===== src/rtl/servo_ramp_ctrl_pkg.sv =====
// Shared definitions for the servo ramp controller: register map, CTRL/STATUS bit
// positions, FSM state encoding and the pulse-width arithmetic helpers.
package servo_ramp_ctrl_pkg;

  localparam logic [7:0] ADDR_TARGET  = 8'h00;
  localparam logic [7:0] ADDR_STEP    = 8'h04;
  localparam logic [7:0] ADDR_CTRL    = 8'h08;
  localparam logic [7:0] ADDR_STATUS  = 8'h0C;
  localparam logic [7:0] ADDR_CURRENT = 8'h10;
  localparam logic [7:0] ADDR_IRQ_CLR = 8'h14;

  localparam int CTRL_START_BIT = 0;
  localparam int CTRL_ABORT_BIT = 1;

  localparam logic [31:0] STEP_RESET = 32'd1000;

  typedef enum logic [1:0] {
    ST_IDLE   = 2'd0,
    ST_RAMP   = 2'd1,
    ST_SETTLE = 2'd2
  } state_t;

  function automatic logic [31:0] clamp_pw(input logic [31:0] v, input logic [31:0] lo,
                                           input logic [31:0] hi);
    if (v < lo) return lo;
    if (v > hi) return hi;
    return v;
  endfunction

  // One frame's move: land exactly on the target when within one step of it.
  function automatic logic [31:0] step_toward(input logic [31:0] cur, input logic [31:0] tgt,
                                              input logic [31:0] step);
    logic [31:0] diff;
    diff = (tgt >= cur) ? tgt - cur : cur - tgt;
    if (diff <= step) return tgt;
    return (tgt > cur) ? cur + step : cur - step;
  endfunction

endpackage


===== src/rtl/servo_ramp_ctrl_if.sv =====
// Peripheral bus between the bus decoder (master) and the servo ramp controller (slave).
interface servo_ramp_ctrl_if;
  logic        bus_write_en;
  logic        bus_read_en;
  logic        ctrl_en;
  logic [7:0]  bus_addr;
  logic [31:0] bus_write_data;
  logic [31:0] bus_read_data;

  modport master (
    output bus_write_en, bus_read_en, ctrl_en, bus_addr, bus_write_data,
    input  bus_read_data
  );

  modport slave (
    input  bus_write_en, bus_read_en, ctrl_en, bus_addr, bus_write_data,
    output bus_read_data
  );
endinterface


===== src/rtl/servo_ramp_ctrl_frame_timer.sv =====
// Free-running PWM frame timer: counts 0..PERIOD_CYCLES-1 and flags the last cycle.
module servo_frame_timer #(
  parameter int unsigned PERIOD_CYCLES = 2000000
) (
  input  logic pclk,
  input  logic reset,
  output logic tick
);
  localparam int W = (PERIOD_CYCLES > 1) ? $clog2(PERIOD_CYCLES) : 1;
  localparam logic [W-1:0] LAST = W'(PERIOD_CYCLES - 1);

  logic [W-1:0] count;

  // NOTE: state registers use non-blocking assignments so every flop samples pre-edge values.
  always_ff @(posedge pclk or posedge reset) begin
    if (reset)              count <= '0;
    else if (count == LAST) count <= '0;
    else                    count <= count + W'(1);
  end

  assign tick = (count == LAST);
endmodule


===== src/rtl/servo_ramp_ctrl.sv =====
// Servo ramp sequencer: slews the PWM compare value toward TARGET once per frame, then
// settles and reports done/timeout. Define SERVO_CTRL_IRQ_EN to add the irq port and IRQ_CLR.
module servo_ramp_ctrl
  import servo_ramp_ctrl_pkg::*;
#(
  parameter int unsigned PERIOD_CYCLES = 2000000,
  parameter int unsigned MIN_PW        = 50000,
  parameter int unsigned MAX_PW        = 250000,
  parameter int unsigned PARK_PW       = 150000,
  parameter int unsigned SETTLE_FRAMES = 10,
  parameter int unsigned MAX_FRAMES    = 200
) (
  input  logic             pclk,
  input  logic             reset,
  servo_ramp_ctrl_if.slave bus,
  output logic             pw_wr_en,
  output logic [31:0]      pw_data,
  output logic             busy
`ifdef SERVO_CTRL_IRQ_EN
  ,
  output logic             irq
`endif
);
  localparam logic [31:0] MIN_PW_W  = 32'(MIN_PW);
  localparam logic [31:0] MAX_PW_W  = 32'(MAX_PW);
  localparam logic [31:0] PARK_PW_W = 32'(PARK_PW);
  localparam logic [31:0] SETTLE_W  = 32'(SETTLE_FRAMES);
  localparam logic [31:0] MAX_FR_W  = 32'(MAX_FRAMES);

  logic        tick;
  state_t      state;
  logic [31:0] target_q, step_q, current_q, frame_cnt, settle_cnt;
  logic        done_q, timeout_q, park_pending;
  logic        wr_access, start, abort, target_moved, frame_last, settle_last;
  logic [31:0] step_eff, next_cur, status_word;

  servo_frame_timer #(.PERIOD_CYCLES(PERIOD_CYCLES)) u_frame_timer (
    .pclk  (pclk),
    .reset (reset),
    .tick  (tick)
  );

  assign wr_access    = bus.bus_write_en & bus.ctrl_en;
  assign abort        = wr_access && (bus.bus_addr == ADDR_CTRL) && bus.bus_write_data[CTRL_ABORT_BIT];
  assign start        = wr_access && (bus.bus_addr == ADDR_CTRL) && bus.bus_write_data[CTRL_START_BIT]
                        && !abort;
  assign step_eff     = (step_q == '0) ? 32'd1 : step_q;
  assign next_cur     = step_toward(current_q, target_q, step_eff);
  assign target_moved = (target_q != current_q);
  assign frame_last   = (frame_cnt + 32'd1 == MAX_FR_W);
  assign settle_last  = (settle_cnt + 32'd1 == SETTLE_W);
  assign busy         = (state != ST_IDLE);
  assign pw_data      = current_q;
  assign status_word  = {27'd0, state, timeout_q, done_q, busy};

  // TARGET is clamped on the way in, so CURRENT can never leave the legal range.
  always_ff @(posedge pclk or posedge reset) begin
    if (reset) begin
      target_q <= PARK_PW_W;
      step_q   <= STEP_RESET;
    end else if (wr_access) begin
      case (bus.bus_addr)
        ADDR_TARGET: target_q <= clamp_pw(bus.bus_write_data, MIN_PW_W, MAX_PW_W);
        ADDR_STEP:   step_q   <= bus.bus_write_data;
        default:     ;
      endcase
    end
  end

  // NOTE: the default assignment ahead of the case keeps this always_comb latch-free.
  always_comb begin
    bus.bus_read_data = '0;
    if (bus.bus_read_en && bus.ctrl_en) begin
      case (bus.bus_addr)
        ADDR_TARGET:  bus.bus_read_data = target_q;
        ADDR_STEP:    bus.bus_read_data = step_q;
        ADDR_STATUS:  bus.bus_read_data = status_word;
        ADDR_CURRENT: bus.bus_read_data = current_q;
        default:      bus.bus_read_data = '0;
      endcase
    end
  end

  always_ff @(posedge pclk or posedge reset) begin
    if (reset) begin
      state        <= ST_IDLE;
      current_q    <= PARK_PW_W;
      frame_cnt    <= '0;
      settle_cnt   <= '0;
      done_q       <= 1'b0;
      timeout_q    <= 1'b0;
      pw_wr_en     <= 1'b0;
      park_pending <= 1'b1;
    end else begin
      // The first frame after reset re-sends the park position to the servo.
      pw_wr_en <= tick & park_pending;
      if (tick) park_pending <= 1'b0;

      if (abort) begin
        state <= ST_IDLE;
      end else if (start) begin
        state     <= ST_RAMP;
        frame_cnt <= '0;
        if (state == ST_IDLE) begin
          done_q    <= 1'b0;
          timeout_q <= 1'b0;
        end
      end else begin
        case (state)
          ST_RAMP: if (tick) begin
            current_q <= next_cur;
            pw_wr_en  <= 1'b1;
            frame_cnt <= frame_cnt + 32'd1;
            if (frame_last) begin
              state     <= ST_IDLE;
              timeout_q <= 1'b1;
            end else if (next_cur == target_q) begin
              state      <= ST_SETTLE;
              settle_cnt <= '0;
            end
          end
          ST_SETTLE: begin
            if (target_moved) begin
              state <= ST_RAMP;
            end else if (tick) begin
              settle_cnt <= settle_cnt + 32'd1;
              frame_cnt  <= frame_cnt + 32'd1;
              if (settle_last) begin
                state  <= ST_IDLE;
                done_q <= 1'b1;
              end else if (frame_last) begin
                state     <= ST_IDLE;
                timeout_q <= 1'b1;
              end
            end
          end
          default: ;
        endcase
      end
    end
  end

`ifdef SERVO_CTRL_IRQ_EN
  logic irq_set, irq_clr;

  // Mirrors the FSM conditions that raise done or timeout on this edge.
  assign irq_set = tick && !abort && !start &&
                   (((state == ST_RAMP) && frame_last) ||
                    ((state == ST_SETTLE) && !target_moved && (settle_last || frame_last)));
  assign irq_clr = wr_access && (bus.bus_addr == ADDR_IRQ_CLR) && bus.bus_write_data[0];

  always_ff @(posedge pclk or posedge reset) begin
    if (reset) irq <= 1'b0;
    else       irq <= irq_set | (irq & ~irq_clr);
  end
`endif

endmodule


===== src/flat_wrapper.sv =====
// flat-port wrapper written by rule: the top's interface ports become plain ports
module servo_ramp_ctrl_flat import servo_ramp_ctrl_pkg::*;
#(
  parameter int unsigned PERIOD_CYCLES = 2000000,
  parameter int unsigned MIN_PW        = 50000,
  parameter int unsigned MAX_PW        = 250000,
  parameter int unsigned PARK_PW       = 150000,
  parameter int unsigned SETTLE_FRAMES = 10,
  parameter int unsigned MAX_FRAMES    = 200
)
  (pclk, reset, pw_wr_en, pw_data, busy, bus_bus_write_en, bus_bus_read_en, bus_ctrl_en, bus_bus_addr, bus_bus_write_data, bus_bus_read_data);
  servo_ramp_ctrl_if bus_i ();
  input  logic pclk;
  input  logic reset;
  output logic pw_wr_en;
  output logic [31:0] pw_data;
  output logic busy;
  input wire logic [$bits(bus_i.bus_write_en)-1:0] bus_bus_write_en;
  input wire logic [$bits(bus_i.bus_read_en)-1:0] bus_bus_read_en;
  input wire logic [$bits(bus_i.ctrl_en)-1:0] bus_ctrl_en;
  input wire logic [$bits(bus_i.bus_addr)-1:0] bus_bus_addr;
  input wire logic [$bits(bus_i.bus_write_data)-1:0] bus_bus_write_data;
  output wire logic [$bits(bus_i.bus_read_data)-1:0] bus_bus_read_data;
  assign bus_i.bus_write_en = bus_bus_write_en;
  assign bus_i.bus_read_en = bus_bus_read_en;
  assign bus_i.ctrl_en = bus_ctrl_en;
  assign bus_i.bus_addr = bus_bus_addr;
  assign bus_i.bus_write_data = bus_bus_write_data;
  assign bus_bus_read_data = bus_i.bus_read_data;
  servo_ramp_ctrl #(.PERIOD_CYCLES(PERIOD_CYCLES), .MIN_PW(MIN_PW), .MAX_PW(MAX_PW), .PARK_PW(PARK_PW), .SETTLE_FRAMES(SETTLE_FRAMES), .MAX_FRAMES(MAX_FRAMES)) u_core (.pclk(pclk), .reset(reset), .bus(bus_i), .pw_wr_en(pw_wr_en), .pw_data(pw_data), .busy(busy));
endmodule

===== config.mk =====
export PLATFORM = sky130hd
export DESIGN_NAME = servo_ramp_ctrl_flat
export DESIGN_NICKNAME = d
export VERILOG_FILES = /design/src/rtl/servo_ramp_ctrl_pkg.sv /design/src/rtl/servo_ramp_ctrl_if.sv /design/src/rtl/servo_ramp_ctrl_frame_timer.sv /design/src/rtl/servo_ramp_ctrl.sv /design/src/flat_wrapper.sv
export SDC_FILE = /design/constraint.sdc
export NUM_CORES = 1
export LEC_CHECK = 0
export ABC_AREA = 1
export BUFFER_PORTS_ARGS = -buffer_cell sky130_fd_sc_hd__buf_2
export CORE_MARGIN = 4
export CORE_UTILIZATION = 32
export CTS_CLUSTER_SIZE = 20
export DETAILED_ROUTE_END_ITERATION = 8
export PLACE_DENSITY = 0.48
export REMOVE_ABC_BUFFERS = 1
export SYNTH_ARGS = -nofsm -noshare
export SYNTH_HDL_FRONTEND = slang
export SYNTH_SLANG_ARGS = --single-unit

===== constraint.sdc =====
create_clock -name pclk -period 9.05 [get_ports pclk]
set_input_delay 0.905 -clock pclk [delete_from_list [all_inputs] [get_ports pclk]]
set_output_delay 0.905 -clock pclk [all_outputs]
set_load 0.02 [all_outputs]

==> results of run 1 <==
[metal layers]
layer | global-route usage | wire, um
met3 | 0.01833 | 3598
met1 | 0.3389 | 34660
met2 | 0.3869 | 33070
met4 | 0.06808 | 1894
met5 | 0 | 0
[cell type report]
| cell class | count | area (um^2) | area share |
|---|---|---|---|
| sequential | 187 | 4708 | 0.2322 |
| tap | 756 | 945.9 | 0.04665 |
| clock buffer | 17 | 425.4 | 0.02098 |
| timing repair buffer | 130 | 700.7 | 0.03456 |
| clock inverter | 15 | 175.2 | 0.008639 |
| inverter | 444 | 1674 | 0.08256 |
| multi-input combinational | 2132 | 11650 | 0.5744 |
[cell usage after synthesis (32+ instances only)]
library cell	number	area (um^2)
inv_1	442	1659
nand3_1	128	640.6
nand2_1	733	2751
a21oi_1	170	850.8
clkbuf_1	46	172.7
dfrtp_1	164	4104
ha_1	134	1677
nand4_1	71	444.2
nor3_1	49	245.2
o21ai_0	182	910.9
xor2_1	95	832.1
o21ai_2	32	280.3
o22ai_1	59	369.1
nor2_1	277	1040
[worst reg2reg max path: cells and delay by family (launching register included)]
| kind | cells | cell delay (ns) |
|---|---|---|
| xor gates and xnor gates | 1 | 0.17 |
| and+or+nand+nor | 23 | 3.86 |
| AOI/OAI and AO/OA | 9 | 1.67 |
| DFF | 1 | 0.60 |
| buffers and inverters | 6 | 1.09 |
| adders and majority gates | 2 | 0.80 |
[layout by cell type (no fill, tap or decap), drive strengths merged, types with 4 or more instances in the layout]
cell type,synthesis,routed
clkinv,1,7
clkbuf,46,17
or2,18,18
nand3b,11,11
o21a,8,8
nor4,25,25
a211oi,4,4
o21ai,218,218
xnor2,28,28
nand4,71,71
a22oi,4,4
xor2,95,95
o221ai,7,7
nor3,51,51
a221oi,4,4
nand2,737,737
ha,134,134
o211ai,10,10
dfstp,23,23
a21o,7,7
nor2,285,285
o22ai,59,59
dfrtp,164,164
inv,443,450
nand3,131,131
a31oi,15,15
o21bai,12,12
buf,16,130
a21oi,172,172
[power groups by stage]
stage | sequential, mW | combinational [mW] | clock [mW]
finish | 0.883 | 1.51 | 0.788
global route | 0.886 | 1.69 | 0.844
CTS | 0.882 | 1.50 | 0.813
detailed placement | 0.898 | 1.49 | 0
global placement | 0.897 | 1.49 | 0
floorplan | 0.888 | 1.02 | 0
[state kept, by name, summed over array words and instances (netlist names)]
name,flops
u_core.done_q,1
u_core.frame_cnt,32
u_core.park_pending,1
u_core.pw_data,32
u_core.pw_wr_en,1
u_core.settle_cnt,32
u_core.state,2
u_core.step_q,32
u_core.target_q,32
u_core.timeout_q,1
u_core.u_frame_timer.count,21
[path summary, 6_finish.rpt]
kind / from / endpoint / slack [ns] / depth (start not counted)
worst max-delay path: u_core.pw_data[1]$_DFFE_PP0P_ / u_core.settle_cnt[29]$_DFFE_PP0P_ / 0.71 / 41
worst min-delay path: u_core.park_pending$_DFFE_PP1N_ / u_core.park_pending$_DFFE_PP1N_ / 0.46 / 2
worst max register to register: u_core.pw_data[1]$_DFFE_PP0P_ / u_core.settle_cnt[29]$_DFFE_PP0P_ / 0.71 / 41
worst min register to register: u_core.park_pending$_DFFE_PP1N_ / u_core.park_pending$_DFFE_PP1N_ / 0.46 / 2
max in group asynchronous: reset / u_core.pw_data[30]$_DFFE_PP0P_ / 6.86 / 3
min in group asynchronous: reset / u_core.u_frame_timer.count[8]$_DFF_PP0_ / 0.64 / 2
[stage by stage]
| step | hold WS [ns] | cells | total power [mW] | setup WS (ns) | cell area [um^2] |
|---|---|---|---|---|---|
| floorplan | 0.4327 | 2763 | 1.913 | 1.114 | 18000 |
| global placement | 0.4438 | 3649 | 2.387 | 0.9157 | 19680 |
| detailed placement | 0.4549 | 3649 | 2.387 | 0.7933 | 19680 |
| CTS | 0.4700 | 3681 | 3.193 | 0.7532 | 20280 |
| global route | 0.4866 | 3681 | 3.418 | 0.01914 | 20280 |
| finish | 0.4611 | 3681 | 3.177 | 0.7125 | 20280 |
[cell families after synthesis]
family,count (synthesis),share of synthesized area
compound gates,530,0.1680
buf+inv,506,0.1076
fa+ha+maj,137,0.09489
xor+xnor,123,0.05886
mux,6,0.003486
simple gates,1336,0.3100
flops,187,0.2572
==> key figures, run 1 <==
Outcome
  – Status: finished, final reports clean

GRT
  – First-pass GRT wire length: 111,800 um
  – Pin count of the biggest net entering global routing: 123
  – Total track usage: 0.2380
  – Vias in the first global route: 18,570
  – Gr ovfl total: 0
  – Antenna violations before repair: 0

STA
  – Max Freq: 0.1199 GHz
  – Setup_tns: 0 ns
  – Pins Over Slew Limit: 0
  – RSZ-0062 raised after global routing: no
  – Worst slew margin: 0.1871
  – Actual slew at the worst max-slew pin: 1.216 ns
  – Final Setup Violations: 0
  – Final Hold Viols: 0
  – Final period utilization: 0.9213
  – Clock skew: 0.01493 ns
  – Fin crit period: 8.338 ns

Clock tree
  – Post-CTS Hold Buffers: 0
  – CTS tree: built
  – Clock Root Buffer: clkbuf_16
  – Cts bufs inserted: 17
  – Cts repair resizes: 0
  – Clock-pin transition on the worst setup and hold timing paths: 0.08 ns
  – Total clock sinks: 187
  – Max clock buf depth: 2
  – Post CTS Setup Buffer Count: 0
  – H-tree levels: 4
  – Clk_lat worst skew: 0.47 ns

Pwr
  – VDD IR max: 0.1381 mV
  – Clock power frac: 0.248
  – Reg power frac: 0.278
  – PwrDens: 156.7 mW/mm^2
  – LEAKAGE: 10.20 nW
  – Sw Ratio: 0.4644
  – Int Power: 1.702 mW
  – Gate power share: 0.474
  – Switching pwr: 1.475 mW

Setup path
  – CP delay by family, top: simple AND/OR/NAND/NOR gates
  – Critical Path Start Type: register
  – WS Path Type: register to register
  – Worst Path Buf+Inv: 6
  – Crit. End Element: register
  – Crit path DAT: 8.66 ns
  – CP dominant cell by count: nand2_1
  – Worst path slowest cell: nand3b_4
  – Crit Path Max Fanout: 64
  – Max incr delay on CP: 0.61 ns
  – Required time of the critical path: 9.37 ns

Detailed routing
  – Vias: 19,210
  – DRC Markers: 0
  – Initial DRT Pass Iterations: 6
  – Initial DRC Count: 1,513
  – DRT antenna net count: 0
  – WL/cell: 19.89 um
  – Vias/cell: 5.220
  – DRT Wirelength: 73,220 um

Yosys
  – #FFs+latches synth: 187
  – Synth async-reset ratio: 1.000
  – Cell count after synthesis: 2,825
  – EDFF count, synth: 0
  – Cell variety after synth: 58
  – Synthesis warning total: 0
  – Sequential-to-total area share from yosys stat: 0.2572
  – Syn Area/Cell: 6.479 um^2
  – Post-synthesis cell area: 0.01830 mm^2
  – Main synth FF type: dfrtp_1

Placed design
  – IO Port Bufs: 110
  – DP Wirelength: 60,110 um
  – Routability cong.: 0.9654

Floorplan
  – Full die area: 0.06109 mm^2
  – Die height: 247.2 um
  – Row count: 87
  – # IOs: 111
  – DIE WIDTH: 247.2 um
  – Core area: 0.05650 mm^2
  – Starting Density: 0.3240

Finish
  – Share of layout cells above drive strength 1: 0.09162
  – Util after Layout: 0.3589
  – Final nets: 3,094
  – Layout filler cell count: 6,144
  – Number of diodes: 0
  – Layout area overhead: 10.79%

Flow run
  – Max Cap Viol: 0

Min path
  – Min-Delay Path Class: register to register
Power figures use the tool's default switching activity.
==> run 2: changes to the inputs <==
--- a/config.mk
+++ b/config.mk
@@ -7,10 +7,10 @@
 export LEC_CHECK = 0
 export ABC_AREA = 1
-export BUFFER_PORTS_ARGS = -buffer_cell sky130_fd_sc_hd__buf_2
 export CORE_MARGIN = 4
 export CORE_UTILIZATION = 32
 export CTS_CLUSTER_SIZE = 20
 export DETAILED_ROUTE_END_ITERATION = 8
-export PLACE_DENSITY = 0.48
+export DONT_BUFFER_PORTS = 1
+export PLACE_DENSITY = 0.47
 export REMOVE_ABC_BUFFERS = 1
 export SYNTH_ARGS = -nofsm -noshare
==> constraint.sdc (replaced) <==
create_clock -name pclk -period 9.05 [get_ports pclk]
set_input_delay 1.81 -clock pclk [delete_from_list [all_inputs] [get_ports pclk]]
set_output_delay 1.81 -clock pclk [all_outputs]
set_load 0.02 [all_outputs]
==> run 2 against run 1 <==
Compared with the run above:
- clock power up 2%
- via count down 2.6%
- sequential share of layout area up 0.68 points
- flip-flop and latch count unchanged
- fmax down 1.5%
- setup slack worse by 0.13 ns
- critical path type unchanged
- critical endpoint is now u_core.settle_cnt[4]$_DFFE_PP0P_
==> key figures, run 2 (synthesis gave the netlist of run 1 again) <==
Pwr
  – VDD IR max: 0.1532 mV (+11%)
  – Gate power share: 0.466 (-0.008)
  – PwrDens: 160.4 mW/mm^2 (+2.3%)
  – Switching pwr: 1.489 mW (+0.90%)
  – Int Power: 1.671 mW (-1.8%)
  – Reg power frac: 0.280 (+0.002)
  – Clock power frac: 0.254 (+0.006)
  – Sw Ratio: 0.4712 (+0.006783)
  – LEAKAGE: 9.652 nW (-5.4%)

Clock tree
  – Post-CTS Hold Buffers: 0 (unchanged)
  – Total clock sinks: 187 (unchanged)
  – Clock Root Buffer: clkbuf_16
  – Clock-pin transition on the worst setup and hold timing paths: 0.08 ns (about the same)
  – H-tree levels: 4 (unchanged)
  – Max clock buf depth: 2 (unchanged)
  – Clk_lat worst skew: 0.51 ns (+0.04 ns)
  – Cts bufs inserted: 17 (unchanged)
  – Cts repair resizes: 0 (unchanged)
  – Post CTS Setup Buffer Count: 0 (unchanged)
  – CTS tree: built

Setup path
  – Required time of the critical path: 9.42 ns (+0.05 ns)
  – Max incr delay on CP: 0.98 ns (+0.37 ns)
  – Crit Path Max Fanout: 64 (unchanged)
  – WS Path Type: register to register
  – CP delay by family, top: simple AND/OR/NAND/NOR gates
  – Critical Path Start Type: register
  – Crit. End Element: register
  – Worst Path Buf+Inv: 5 (-1)
  – Worst path slowest cell: a21boi_4
  – CP dominant cell by count: nand2_1
  – Crit path DAT: 8.83 ns (+0.17 ns)

Detailed routing
  – Vias/cell: 5.242 (+0.44%)
  – Initial DRT Pass Iterations: 8 (+2)
  – WL/cell: 20.34 um (+2.2%)
  – DRC Markers: 0 (unchanged)
  – Initial DRC Count: 1,459 (-3.6%)
  – Vias: 18,710 (-2.6%)
  – DRT Wirelength: 72,560 um (-0.90%)
  – DRT antenna net count: 0 (unchanged)

STA
  – Final Hold Viols: 0 (unchanged)
  – Max Freq: 0.1182 GHz (-1.5%)
  – Actual slew at the worst max-slew pin: 1.248 ns (+0.03176 ns)
  – Setup_tns: 0 ns (unchanged)
  – RSZ-0062 raised after global routing: no
  – Final Setup Violations: 0 (unchanged)
  – Final period utilization: 0.9351 (+0.01383)
  – Clock skew: 0.02164 ns (+0.006711 ns)
  – Pins Over Slew Limit: 0 (unchanged)
  – Fin crit period: 8.463 ns (+0.1251 ns)
  – Worst slew margin: 0.1659 (-0.02123)
  – Final Worst Setup Slack: 0.5873 ns (-0.1251 ns)

Placed design
  – DP Wirelength: 59,370 um (-1.2%)
  – IO Port Bufs: 0 (-100%)
  – Post-Place Cells: 3,536 (-3.1%)
  – Routability cong.: 0.9452 (-2.1%)
  – Worst slack, placed: 0.7356 ns (-0.05769 ns)

Finish
  – Layout area overhead: 7.643%
  – Most common cell after layout, fill and taps aside: nand2_1
  – Layout filler cell count: 6,151 (+0.11%)
  – Share of layout cells above drive strength 1: 0.05512 (-0.03650)
  – Final nets: 2,981 (-3.7%)
  – Commonest cells after routing, fill and taps aside: nand2_1, inv_1, nor2_1
  – Number of diodes: 0 (unchanged)
  – Fin cells: 3,568 (-3.1%)

Flow run
  – Max Cap Viol: 0 (unchanged)

GRT
  – First-pass GRT wire length: 110,800 um (-0.89%)
  – Antenna violations before repair: 1 (+1)
  – Gr ovfl total: 0 (unchanged)
  – GR Layer Usage met1: 0.3186 (-0.02027)
  – Total track usage: 0.2374 (-0.0006582)
  – GR Layer Usage met3: 0.03871 (+0.02039)
  – Pin count of the biggest net entering global routing: 124 (+0.81%)
  – Vias in the first global route: 18,410 (-0.87%)
  – Busiest layer in global routing: met2
  – Met2 Use GR: 0.3882 (+0.001304)

Floorplan
  – DIE WIDTH: 247.2 um (unchanged)
  – # IOs: 111 (unchanged)
  – Starting Density: 0.3240 (unchanged)
  – Die height: 247.2 um (unchanged)
  – Row count: 87 (unchanged)
  – Core area: 0.05650 mm^2 (unchanged)
  – Full die area: 0.06109 mm^2 (unchanged)

Outcome
  – Status: finished, final reports clean

Min path
  – Min-Delay Path Class: register to register
[run 2: through the flow]
step	instance area [um^2]	total power, mW	util	hold slack [ns]
after floorplan	18000	1.913	-	0.4327
after global placement	19100	2.356	0.3381	0.4472
after detailed placement	19100	2.359	0.3381	0.4519
after CTS	19700	3.179	0.3487	0.4662
after global routing	19700	3.395	0.3487	0.4850
final	19700	3.160	0.3487	0.4622
[run 2: cell type report]
cell class / instances / area (um^2) / share of cell area
clock buffers: 17 / 425.4 / 0.02159
inverters: 444 / 1674 / 0.08497
clock inverters: 15 / 172.7 / 0.008764
flip-flops and latches: 187 / 4708 / 0.2390
repair buffers: 17 / 127.6 / 0.006478
well taps: 756 / 945.9 / 0.04801
multi-input cells: 2132 / 11650 / 0.5912
[run 2: layer usage]
| layer | up-vias | part of all wire |
|---|---|---|
| met4 | 2 | 0.030 |
| met1 | 8904 | 0.45 |
| met3 | 92 | 0.054 |
| met2 | 539 | 0.46 |
| li1 | 9168 | - |
| met5 | - | 0.00022 |
[run 2: power by group through the flow]
stage | Sequential [mW] | Combinational [mW] | Clock (mW)
after floorplan | 0.888 | 1.02 | 0
after global placement | 0.899 | 1.46 | 0
after detailed placement | 0.900 | 1.46 | 0
after CTS | 0.883 | 1.47 | 0.828
after global routing | 0.886 | 1.65 | 0.855
final | 0.885 | 1.47 | 0.802
[run 2: worst reg2reg max path: cells and delay by family, from the launching register on]
| kind | cells | cell delay, ns |
|---|---|---|
| AO/OA/AOI/OAI | 7 | 2.01 |
| XOR/XNOR | 1 | 0.19 |
| adder cells (fa/ha/maj) | 2 | 0.81 |
| buffers and inverters | 5 | 1.20 |
| flip-flops | 1 | 0.71 |
| AND/OR/NAND/NOR | 25 | 3.40 |
[run 2: path summary, 6_finish.rpt]
path,end,start,cells past startpoint,slack (ns)
setup / recovery,u_core.settle_cnt[4]$_DFFE_PP0P_,u_core.pw_data[1]$_DFFE_PP0P_,40,0.59
hold / removal,u_core.park_pending$_DFFE_PP1N_,u_core.park_pending$_DFFE_PP1N_,2,0.46
setup reg to reg,u_core.settle_cnt[4]$_DFFE_PP0P_,u_core.pw_data[1]$_DFFE_PP0P_,40,0.59
hold reg to reg,u_core.park_pending$_DFFE_PP1N_,u_core.park_pending$_DFFE_PP1N_,2,0.46
max in group asynchronous,u_core.target_q[24]$_DFFE_PP0P_,reset,2,6.19
min in group asynchronous,u_core.frame_cnt[28]$_DFFE_PP0P_,reset,1,1.35
